<file path="src/rtl/pmt_communication_rx_if.sv">
// rtl/pmt_communication_rx_if.sv - link pins and word/status outputs of pmt_communication_rx
//
// Purpose: bundles the forwarded link pair (RX_CLK/RX_DATA) with the
// receiver's word, error and counter outputs.
// Signals:
//   RX_CLK       link clock, idles high, toggles only during a word
//   RX_DATA      link data, MSB first, stable at RX_CLK falling edges
//   rx_vld_o     one-cycle pulse, rx_data_o holds a new word
//   rx_data_o    last complete word
//   rx_err_o     one-cycle pulse, word aborted on timeout
//   rx_busy_o    word partially received
//   frame_cnt_o  good-word count, wrapping
//   err_cnt_o    aborted-word count, saturating
// Modports:
//   master  link driver / consumer side (drives the pins, reads results)
//   slave   receiver side
interface pmt_communication_rx_if #(
  parameter int DATA_WIDTH = 16
);
  logic                  RX_CLK;
  logic                  RX_DATA;
  logic                  rx_vld_o;
  logic [DATA_WIDTH-1:0] rx_data_o;
  logic                  rx_err_o;
  logic                  rx_busy_o;
  logic [15:0]           frame_cnt_o;
  logic [7:0]            err_cnt_o;

  modport master (
    output RX_CLK, RX_DATA,
    input  rx_vld_o, rx_data_o, rx_err_o, rx_busy_o, frame_cnt_o, err_cnt_o
  );

  modport slave (
    input  RX_CLK, RX_DATA,
    output rx_vld_o, rx_data_o, rx_err_o, rx_busy_o, frame_cnt_o, err_cnt_o
  );
endinterface

</file>
<file path="src/rtl/pmt_communication_rx.sv">
// rtl/pmt_communication_rx.sv - oversampling serial receiver for the pmt_communication link
//
// Purpose: synchronises the forwarded link clock and data into clk_i,
// shifts in DATA_WIDTH-bit words MSB first on link falling edges, and
// reports each word as a one-cycle pulse with framing-timeout detection
// and good/aborted word counters.
// Ports:
//   clk_i    receiver clock, at least 2x the link clock
//   rst_n_i  asynchronous active-low reset
//   bus      pmt_communication_rx_if.slave (link pins in, word/status out)
module pmt_communication_rx #(
  parameter int DATA_WIDTH  = 16,
  parameter int SYNC_STAGES = 2,
  parameter int TIMEOUT_CYC = 64,
  parameter int IDLE_CYC    = 8
) (
  input  logic                   clk_i,
  input  logic                   rst_n_i,
  pmt_communication_rx_if.slave  bus
);

  localparam int BitCntW  = $clog2(DATA_WIDTH);
  localparam int ToCntW   = $clog2(TIMEOUT_CYC + 1);
  localparam int IdleCntW = $clog2(IDLE_CYC + 1);

  typedef enum logic [1:0] {
    ST_ARM,
    ST_IDLE,
    ST_RECV
  } state_t;

  // Clock and data share one synchroniser depth so the data bit is valid
  // in exactly the cycle the falling edge is seen.
  logic [SYNC_STAGES-1:0] clk_sync;
  logic [SYNC_STAGES-1:0] dat_sync;
  logic                   clk_d;
  logic                   clk_s;
  logic                   dat_s;
  logic                   fall;

  state_t                 state_q,    state_d;
  logic [BitCntW-1:0]     bit_cnt_q,  bit_cnt_d;
  logic [ToCntW-1:0]      to_cnt_q,   to_cnt_d;
  logic [IdleCntW-1:0]    idle_cnt_q, idle_cnt_d;
  logic [DATA_WIDTH-1:0]  shift_q,    shift_d;
  logic [DATA_WIDTH-1:0]  data_q,     data_d;
  logic                   vld_q,      vld_d;
  logic                   err_q,      err_d;
  logic [15:0]            fcnt_q,     fcnt_d;
  logic [7:0]             ecnt_q,     ecnt_d;

  always_ff @(posedge clk_i or negedge rst_n_i) begin
    if (!rst_n_i) begin
      clk_sync <= '1;
      dat_sync <= '1;
      clk_d    <= 1'b1;
    end else begin
      clk_sync <= {clk_sync[SYNC_STAGES-2:0], bus.RX_CLK};
      dat_sync <= {dat_sync[SYNC_STAGES-2:0], bus.RX_DATA};
      clk_d    <= clk_sync[SYNC_STAGES-1];
    end
  end

  assign clk_s = clk_sync[SYNC_STAGES-1];
  assign dat_s = dat_sync[SYNC_STAGES-1];
  assign fall  = clk_d & ~clk_s;

  always_ff @(posedge clk_i or negedge rst_n_i) begin
    if (!rst_n_i) begin
      state_q    <= ST_ARM;
      bit_cnt_q  <= '0;
      to_cnt_q   <= '0;
      idle_cnt_q <= '0;
      shift_q    <= '0;
      data_q     <= '0;
      vld_q      <= 1'b0;
      err_q      <= 1'b0;
      fcnt_q     <= '0;
      ecnt_q     <= '0;
    end else begin
      state_q    <= state_d;
      bit_cnt_q  <= bit_cnt_d;
      to_cnt_q   <= to_cnt_d;
      idle_cnt_q <= idle_cnt_d;
      shift_q    <= shift_d;
      data_q     <= data_d;
      vld_q      <= vld_d;
      err_q      <= err_d;
      fcnt_q     <= fcnt_d;
      ecnt_q     <= ecnt_d;
    end
  end

  always_comb begin
    state_d    = state_q;
    bit_cnt_d  = bit_cnt_q;
    to_cnt_d   = to_cnt_q;
    idle_cnt_d = '0;
    shift_d    = shift_q;
    data_d     = data_q;
    vld_d      = 1'b0;
    err_d      = 1'b0;
    fcnt_d     = fcnt_q;
    ecnt_d     = ecnt_q;

    case (state_q)
      // Wait for a run of link-idle cycles so a reset or error released in
      // the middle of a word never locks onto the tail of that word.
      ST_ARM: begin
        if (idle_cnt_q == IdleCntW'(IDLE_CYC)) begin
          state_d = ST_IDLE;
        end else if (clk_s) begin
          idle_cnt_d = idle_cnt_q + IdleCntW'(1);
        end
      end

      ST_IDLE: begin
        if (fall) begin
          shift_d   = {{(DATA_WIDTH-1){1'b0}}, dat_s};
          bit_cnt_d = BitCntW'(1);
          to_cnt_d  = '0;
          state_d   = ST_RECV;
        end
      end

      ST_RECV: begin
        // A fall arriving on the last tolerated cycle still counts.
        if (fall) begin
          shift_d  = {shift_q[DATA_WIDTH-2:0], dat_s};
          to_cnt_d = '0;
          if (bit_cnt_q == BitCntW'(DATA_WIDTH - 1)) begin
            data_d    = shift_d;
            vld_d     = 1'b1;
            fcnt_d    = fcnt_q + 16'd1;
            bit_cnt_d = '0;
            state_d   = ST_IDLE;
          end else begin
            bit_cnt_d = bit_cnt_q + BitCntW'(1);
          end
        end else if (to_cnt_q == ToCntW'(TIMEOUT_CYC)) begin
          err_d     = 1'b1;
          if (ecnt_q != 8'hFF) begin
            ecnt_d = ecnt_q + 8'd1;
          end
          bit_cnt_d = '0;
          to_cnt_d  = '0;
          state_d   = ST_ARM;
        end else begin
          to_cnt_d = to_cnt_q + ToCntW'(1);
        end
      end

      default: begin
        state_d = ST_ARM;
      end
    endcase
  end

  assign bus.rx_vld_o    = vld_q;
  assign bus.rx_data_o   = data_q;
  assign bus.rx_err_o    = err_q;
  assign bus.rx_busy_o   = (state_q == ST_RECV);
  assign bus.frame_cnt_o = fcnt_q;
  assign bus.err_cnt_o   = ecnt_q;

endmodule

</file>
<file path="src/flat_wrapper.sv">
// flat-port wrapper written by rule: the top's interface ports become plain ports
module pmt_communication_rx_flat 
#(
  parameter int DATA_WIDTH  = 16,
  parameter int SYNC_STAGES = 2,
  parameter int TIMEOUT_CYC = 64,
  parameter int IDLE_CYC    = 8
)
  (clk_i, rst_n_i, bus_RX_CLK, bus_RX_DATA, bus_rx_vld_o, bus_rx_data_o, bus_rx_err_o, bus_rx_busy_o, bus_frame_cnt_o, bus_err_cnt_o);
  pmt_communication_rx_if #(.DATA_WIDTH(DATA_WIDTH)) bus_i ();
  input  logic clk_i;
  input  logic rst_n_i;
  input wire logic [$bits(bus_i.RX_CLK)-1:0] bus_RX_CLK;
  input wire logic [$bits(bus_i.RX_DATA)-1:0] bus_RX_DATA;
  output wire logic [$bits(bus_i.rx_vld_o)-1:0] bus_rx_vld_o;
  output wire logic [$bits(bus_i.rx_data_o)-1:0] bus_rx_data_o;
  output wire logic [$bits(bus_i.rx_err_o)-1:0] bus_rx_err_o;
  output wire logic [$bits(bus_i.rx_busy_o)-1:0] bus_rx_busy_o;
  output wire logic [$bits(bus_i.frame_cnt_o)-1:0] bus_frame_cnt_o;
  output wire logic [$bits(bus_i.err_cnt_o)-1:0] bus_err_cnt_o;
  assign bus_i.RX_CLK = bus_RX_CLK;
  assign bus_i.RX_DATA = bus_RX_DATA;
  assign bus_rx_vld_o = bus_i.rx_vld_o;
  assign bus_rx_data_o = bus_i.rx_data_o;
  assign bus_rx_err_o = bus_i.rx_err_o;
  assign bus_rx_busy_o = bus_i.rx_busy_o;
  assign bus_frame_cnt_o = bus_i.frame_cnt_o;
  assign bus_err_cnt_o = bus_i.err_cnt_o;
  pmt_communication_rx #(.DATA_WIDTH(DATA_WIDTH), .SYNC_STAGES(SYNC_STAGES), .TIMEOUT_CYC(TIMEOUT_CYC), .IDLE_CYC(IDLE_CYC)) u_core (.clk_i(clk_i), .rst_n_i(rst_n_i), .bus(bus_i));
endmodule
</file>
<file path="config.mk">
export PLATFORM = sky130hd
export DESIGN_NAME = pmt_communication_rx_flat
export DESIGN_NICKNAME = d
export VERILOG_FILES = /design/src/rtl/pmt_communication_rx_if.sv /design/src/rtl/pmt_communication_rx.sv /design/src/flat_wrapper.sv
export SDC_FILE = /design/constraint.sdc
export NUM_CORES = 1
export LEC_CHECK = 0
export CAP_MARGIN = 10
export CORE_ASPECT_RATIO = 1.4
export CORE_MARGIN = 2
export CORE_UTILIZATION = 51
export CTS_BUF_LIST = sky130_fd_sc_hd__clkbuf_8
export DETAILED_ROUTE_END_ITERATION = 7
export PLACE_DENSITY = 0.77
export RECOVER_POWER = 100
export SYNTH_ARGS = -nofsm -noshare
export SYNTH_HDL_FRONTEND = slang
export SYNTH_SLANG_ARGS = --single-unit
</file>
<file path="constraint.sdc">
create_clock -name clk_i -period 1.9 [get_ports clk_i]
set_clock_uncertainty 0.2 [all_clocks]
set_input_delay 0.285 -clock clk_i [delete_from_list [all_inputs] [get_ports clk_i]]
set_output_delay 0.285 -clock clk_i [all_outputs]
set_load 0.01 [all_outputs]
</file>
==> impl_metrics.yaml, run 1 <==
logic_synthesis:
  async_reset_ff_share_pct: 100
  synth.area.mux_share_pct: 7.59
  ys.flop_type: "dfrtp_1"
  synthAdderAreaFrac_pct: 4.24
  yosys_warnings: 0
  yosysTopAreaCellShare_pct: 52.2
  syn_area_um2: 3540
  yosys.area_share.simple_pct: 17.6
  synthMostInstantiatedCell: "dfrtp_1"
  synth_nets: 336
  synth-seq-area-share_pct: 55.9
  synth_xor_area_share_pct: 6.42
  synth.area.top_cells: "dfrtp_1 52%, mux2_2 7.0%, nand2_1 5.0%, ha_1 4.2%, dfstp_2 3.7%"
  syn_area_per_cell_um2: 11.1
  synth_common_cells: "74 x dfrtp_1, 47 x nand2_1, 22 x mux2_2, 20 x nor2_1, 17 x o21ai_0"
  synth_area_leader_cell: "dfrtp_1"
  ys_types: 43
  synth_edf_count: 0
  synth_top_family_by_area: "simple AND/OR/NAND/NOR gates"
  synth_seq_cells: 79
  synthCells: 320
  synth_compound_area_share_pct: 5.61
floorplan:
  die_h_um: 103
  core_area_um2: 6850
  io_pins: 47
  fp-row-count: 36
  dieArea_um2: 7640
  initial_core_util_pct: 51.8
  die_x_um: 74.5
place:
  globalplace.congestion: 0.858
  placed_cells: 489
  portBuffers: 46
  dp_hpwl_um: 4950
  post-place-ws_ns: -0.0643
  dpl_cell_area_um2: 4420
timing:
  worst_pin_slew_ns: 0.925
  slew_violations: 0
  setup_slack_ns: 0.00413
  rsz0062_at_grt: "yes"
  slew_headroom_pct: 38.4
  setup_viol: 0
  max_freq_ghz: 0.527
  hold_viol: 0
  tns_ns: 0
  fin_crit_ns: 1.90
  fin_crit_sh_pct: 99.8
worst_setup_path:
  worstSetupPathType: "reg2reg"
  worst-path-max-fanout: 8
  end_kind: "register"
  required_ns: 1.94
  critPathLaunchType: "register"
  cp_slowest_cell: "dfrtp_1"
  crit_arrival_ns: 1.94
  cpPeakStageDelay_ns: 0.41
  path_cells: "nor4_4 > buf_4 > nand4_4 > nor2_2 > mux2_2"
finish:
  fin_nets: 431
  layout-drive-gt1-share_pct: 28.8
  final-instance-count-excl-fill: 515
  diodes: 0
  finalInstanceArea_um2: 4810
  areaGrowthSynthToFinish_pct: 35.8
  fill_cells: 499
global_routing:
  grt_max_degree: 44
  track_usage_pct: 20.2
  antenna_found_initial: 0
  grt_overflow_total: 0
  grt_pass1_vias: 2714
  grt_pass1_wl_um: 11900
routing:
  drc: 0
  wire_per_inst_um: 14.5
  via_per_inst: 5.29
  totalWireLength_um: 7460
  first_pass_iters: 4
  drtIter0Drc: 149
  dr_total_vias: 2723
  antenna_left: 0
clocking:
  clock_sinks: 79
  cts_buffer_depth: 2
  clkSlewWorstSetupHoldPaths_ns: 0.07
  cts_made_buffers: 9
  htreeDepth: 3
  cts_tree: "done"
  clockRootBuffer: "clkbuf_8"
  clk_latency_ns: 0.35
run_status:
  status: "completed"
pwr:
  power_density_nw_per_um2: 973
  vdd_drop_max_v: 0.000770
  leakagePower_uw: 0.00220
run:
  max_cap_violations: 0
min_path:
  hold_path.class: "reg2reg"
[flip-flops by register name, indices dropped and copies added (netlist names)]
signal / count
u_core.to_cnt_q: 7
u_core.idle_cnt_q: 4
u_core.bus.err_cnt_o: 8
u_core.clk_d: 1
u_core.shift_q: 15
u_core.state_q: 2
u_core.clk_sync: 2
u_core.bit_cnt_q: 4
u_core.bus.rx_err_o: 1
u_core.bus.frame_cnt_o: 16
u_core.bus.rx_data_o: 16
u_core.bus.rx_vld_o: 1
u_core.dat_sync: 2
[metrics by stage]
step                      power [uW]  hold WS, ns  util [%]
after CTS                       4480        0.130      68.3
final                           4690        0.157      70.3
after detailed placement        3200      -0.0326      64.5
after global routing            4960        0.163      70.3
after global placement          3140      -0.0328      64.5
after floorplan                 2590       -0.211         -
[area by class of cell]
class	count	area (um2)	share of cell area (%)
flip-flops and latches	79	1990	41.4
multi-input cells	219	1620	33.6
repair buffers	95	838	17.4
clock buffers	10	138	2.86
well taps	95	119	2.47
clock inverters	6	68.8	1.43
inverters	11	41.3	0.858
[critical path: cells and delay by family, from the launching register on]
family,cells,cell delay (ns)
simple gates,3,0.65
flops,1,0.41
buf+inv,1,0.18
mux,1,0.34
[timing repair]
item / CTS / global route
pin swaps: 1 / 5
setup buffers: 0 / 9
hold endpoints to repair: 75 / 0
setup endpoints to repair: 27 / 58
gates resized for setup: 12 / 27
hold buffers: 1 / 0
[layout by cell type, fill, tap and decap left out, drive strengths merged, types with 4 or more instances in the layout]
| cell | instances |
|---|---|
| xor2 | 14 |
| nand4 | 14 |
| nor3 | 6 |
| o21ai | 18 |
| nand3 | 16 |
| dfstp | 5 |
| mux2 | 23 |
| inv | 13 |
| a21oi | 6 |
| clkbuf | 15 |
| dfrtp | 74 |
| nand2 | 47 |
| nand3b | 4 |
| xnor2 | 12 |
| nor2 | 20 |
| clkdlybuf4s50 | 42 |
| nor4 | 4 |
| buf | 44 |
| ha | 12 |
[layer usage]
layer	vias up	global-route usage [%]	wire, um
met1	1367	24.1	3120
met4	0	8.93	155
met3	15	4.79	232
met5	-	0	0
li1	1292	-	-
met2	49	34.4	3950
[path summary, 6_finish.rpt]
| kind | depth (start not counted) | startpoint | end | slack [ns] |
|---|---|---|---|---|
| worst max-delay path | 5 | u_core.to_cnt_q[4] | u_core.bus.err_cnt_o[1] | 0.004 |
| worst min-delay path | 0 | u_core.dat_sync[0] | u_core.dat_sync[1] | 0.16 |
| worst max register to register | 5 | u_core.to_cnt_q[4] | u_core.bus.err_cnt_o[1] | 0.004 |
| worst min register to register | 0 | u_core.dat_sync[0] | u_core.dat_sync[1] | 0.16 |
| max in group asynchronous | 3 | rst_n_i | u_core.dat_sync[1] | 0.16 |
| min in group asynchronous | 2 | rst_n_i | u_core.bus.rx_err_o | 0.39 |
[logic make-up (layout without fill, tap and decap cells)]
kind of cell               Yosys count  in the layout
and+or+nand+nor                    123            123
DFF                                 79             79
AOI/OAI and AO/OA                   34             34
xor gates and xnor gates            26             26
muxes                               24             24
buffers and inverters               22            122
adders and majority gates           12             12
[report_power, final]
group | internal, uW | total [uW] | switching [uW]
Clock | 649 | 1270 | 625
Combinational | 756 | 1530 | 772
Sequential | 1790 | 1880 | 91.0
Note: power is estimated with default switching activity, not from simulation.
==> inputs of run 2 (changes only) <==
--- a/config.mk
+++ b/config.mk
@@ -11,4 +11,5 @@
 export CORE_UTILIZATION = 51
 export CTS_BUF_LIST = sky130_fd_sc_hd__clkbuf_8
+export CTS_CLUSTER_SIZE = 8
 export DETAILED_ROUTE_END_ITERATION = 7
 export PLACE_DENSITY = 0.77
==> constraint.sdc (replaced) <==
create_clock -name clk_i -period 1.9 [get_ports clk_i]
set_clock_uncertainty 0.2 [all_clocks]
set_input_delay 0.475 -clock clk_i [delete_from_list [all_inputs] [get_ports clk_i]]
set_output_delay 0.475 -clock clk_i [all_outputs]
set_load 0.01 [all_outputs]
==> run 2 against run 1 <==
  * The flow now finishes with violations (setup timing)
  * Largest power group unchanged
  * Critical path depth is the same
  * Via count shrank 1.6%
  * Final cell count grew 1.7%
  * Critical endpoint is now u_core.bus.err_cnt_o[6]
  * Critical path type unchanged
  * Routed wire length shrank 0.19%
  * Non-clock buffer count grew 9
  * Register-to-register slack is essentially flat
==> impl_metrics.yaml, run 2 (same netlist as run 1, synthesis figures left out) <==
run_status:
  status: "finished, violations left"
  violations: "setup timing"
routing:
  first_pass_iters: 6
  dr_total_vias: 2680
  via_per_inst: 5.11
  totalWireLength_um: 7440
  wire_per_inst_um: 14.2
  antenna_left: 0
  drc: 0
  drtIter0Drc: 145
pwr:
  pwr-share-comb_pct: 37.3
  p_switching_uw: 1520
  netSwitchingFraction_pct: 31.1
  power_frac_seq_pct: 38.3
  clockPowerShare_pct: 24.4
  power_density_nw_per_um2: 993
  leakagePower_uw: 0.00248
  vdd_drop_max_v: 0.000687
  p_int_uw: 3370
floorplan:
  fp-row-count: 36
  initial_core_util_pct: 51.8
  die_h_um: 103
  core_area_um2: 6850
  die_x_um: 74.5
  io_pins: 47
  dieArea_um2: 7640
timing:
  rsz0062_at_grt: "yes"
  max_freq_ghz: 0.526
  fin_crit_sh_pct: 100
  hold_viol: 0
  fin_crit_ns: 1.90
  setup_viol: 1
  slew_violations: 0
  worst_pin_slew_ns: 0.640
  whs_ns: 0.164
  tns_ns: -0.00113
  setup_slack_ns: -0.00113
  slew_headroom_pct: 57.4
finish:
  seq_area_um2: 1990
  fill_cells: 519
  final_common_cell: "dfrtp_1"
  finalInstanceArea_um2: 4930
  layout-drive-gt1-share_pct: 31.2
  multiInputGateArea_um2: 1670
  areaGrowthSynthToFinish_pct: 39.0
  diodes: 0
  fin_nets: 440
  final-instance-count-excl-fill: 524
  final_cell_mix: "70 x dfrtp_1, 47 x nand2_1, 46 x buf_4, 41 x dlygate4sd2_1, 19 x mux2_2"
global_routing:
  grt_overflow_total: 0
  grt_max_degree: 38
  grt_pass1_wl_um: 11900
  track_usage_pct: 20.2
  grt_pass1_vias: 2646
  antenna_found_initial: 0
run:
  max_cap_violations: 0
clocking:
  htreeDepth: 3
  clock_sinks: 79
  clk_latency_ns: 0.35
  cts_tree: "done"
  clkSlewWorstSetupHoldPaths_ns: 0.08
  clockRootBuffer: "clkbuf_8"
  cts_made_buffers: 9
  cts_buffer_depth: 2
place:
  globalplace.congestion: 0.816
  dpl_cell_area_um2: 4390
  dp_hpwl_um: 4870
  portBuffers: 46
  post-place-ws_ns: -0.0599
  placed_cells: 485
worst_setup_path:
  cpPeakStageDelay_ns: 0.45
  path_cells: "nor4_4 > buf_4 > nand4_4 > nor3_2 > mux2_4"
  cp_slowest_cell: "dfrtp_2"
  required_ns: 1.93
  crit_arrival_ns: 1.94
  worstSetupPathType: "reg2reg"
  end_kind: "register"
  worst-path-max-fanout: 8
  critPathLaunchType: "register"
min_path:
  hold_path.class: "reg2reg"
-- run 2: layout make-up --
cell class / count / area share (%)
repair buffers: 104 / 18.6
clock buffers: 9 / 2.51
clock inverters: 7 / 1.32
well taps: 95 / 2.41
multi-input cells: 219 / 34.0
inverters: 11 / 0.838
flip-flops and latches: 79 / 40.4
-- run 2: power by group through the flow --
| stage | clock (uW) | combinational (uW) | sequential [uW] |
|---|---|---|---|
| 4_1_cts | 1210 | 1250 | 1860 |
| 2_1_floorplan | 0 | 686 | 1910 |
| 3_3_place_gp | 0 | 1170 | 1890 |
| 5_1_grt | 1290 | 1980 | 1890 |
| 6_report | 1190 | 1820 | 1880 |
| 3_5_place_dp | 0 | 1190 | 1900 |
-- run 2: timing repair --
item                                    in CTS  in global routing
endpoints found under the setup margin      51                 52
gates resized for setup                     56                 39
pin swaps                                    4                  9
cloned                                       0                  2
hold buffers                                 1                  0
buffers inserted                            15                  5
endpoints found under the hold margin       17                  0
-- run 2: critical path, delay by kind of cell (launching register included) --
family        cells  cell delay (ns)
flops             1             0.45
mux               1             0.31
simple gates      3             0.65
buf+inv           1             0.18
-- run 2: layer usage --
| layer | wire, um | GRT usage, % | vias up | part of all wire [%] |
|---|---|---|---|---|
| met5 | 0 | 0 | - | 0 |
| met4 | 107 | 8.79 | 0 | 1.4 |
| met3 | 229 | 3.71 | 9 | 3.1 |
| met2 | 3990 | 35.3 | 46 | 54 |
| met1 | 3110 | 24.1 | 1314 | 42 |
| li1 | - | - | 1311 | - |
-- run 2: metrics by stage --
step / power [uW] / utilization (%)
floorplan: 2590 / -
global placement: 3060 / 64.1
detailed placement: 3090 / 64.1
CTS: 4320 / 68.6
global route: 5160 / 72.0
finish: 4890 / 72.0
-- run 2: final timing paths --
path	cells after the start	slack, ns	from	to
max reg2reg	5	-0.001	u_core.to_cnt_q[5]	u_core.bus.err_cnt_o[6]
min	0	0.16	u_core.clk_sync[0]	u_core.clk_sync[1]
min in group asynchronous	2	0.48	rst_n_i	u_core.to_cnt_q[6]
max in group asynchronous	3	0.27	rst_n_i	u_core.bus.frame_cnt_o[2]
min reg2reg	0	0.16	u_core.clk_sync[0]	u_core.clk_sync[1]
max	5	-0.001	u_core.to_cnt_q[5]	u_core.bus.err_cnt_o[6]
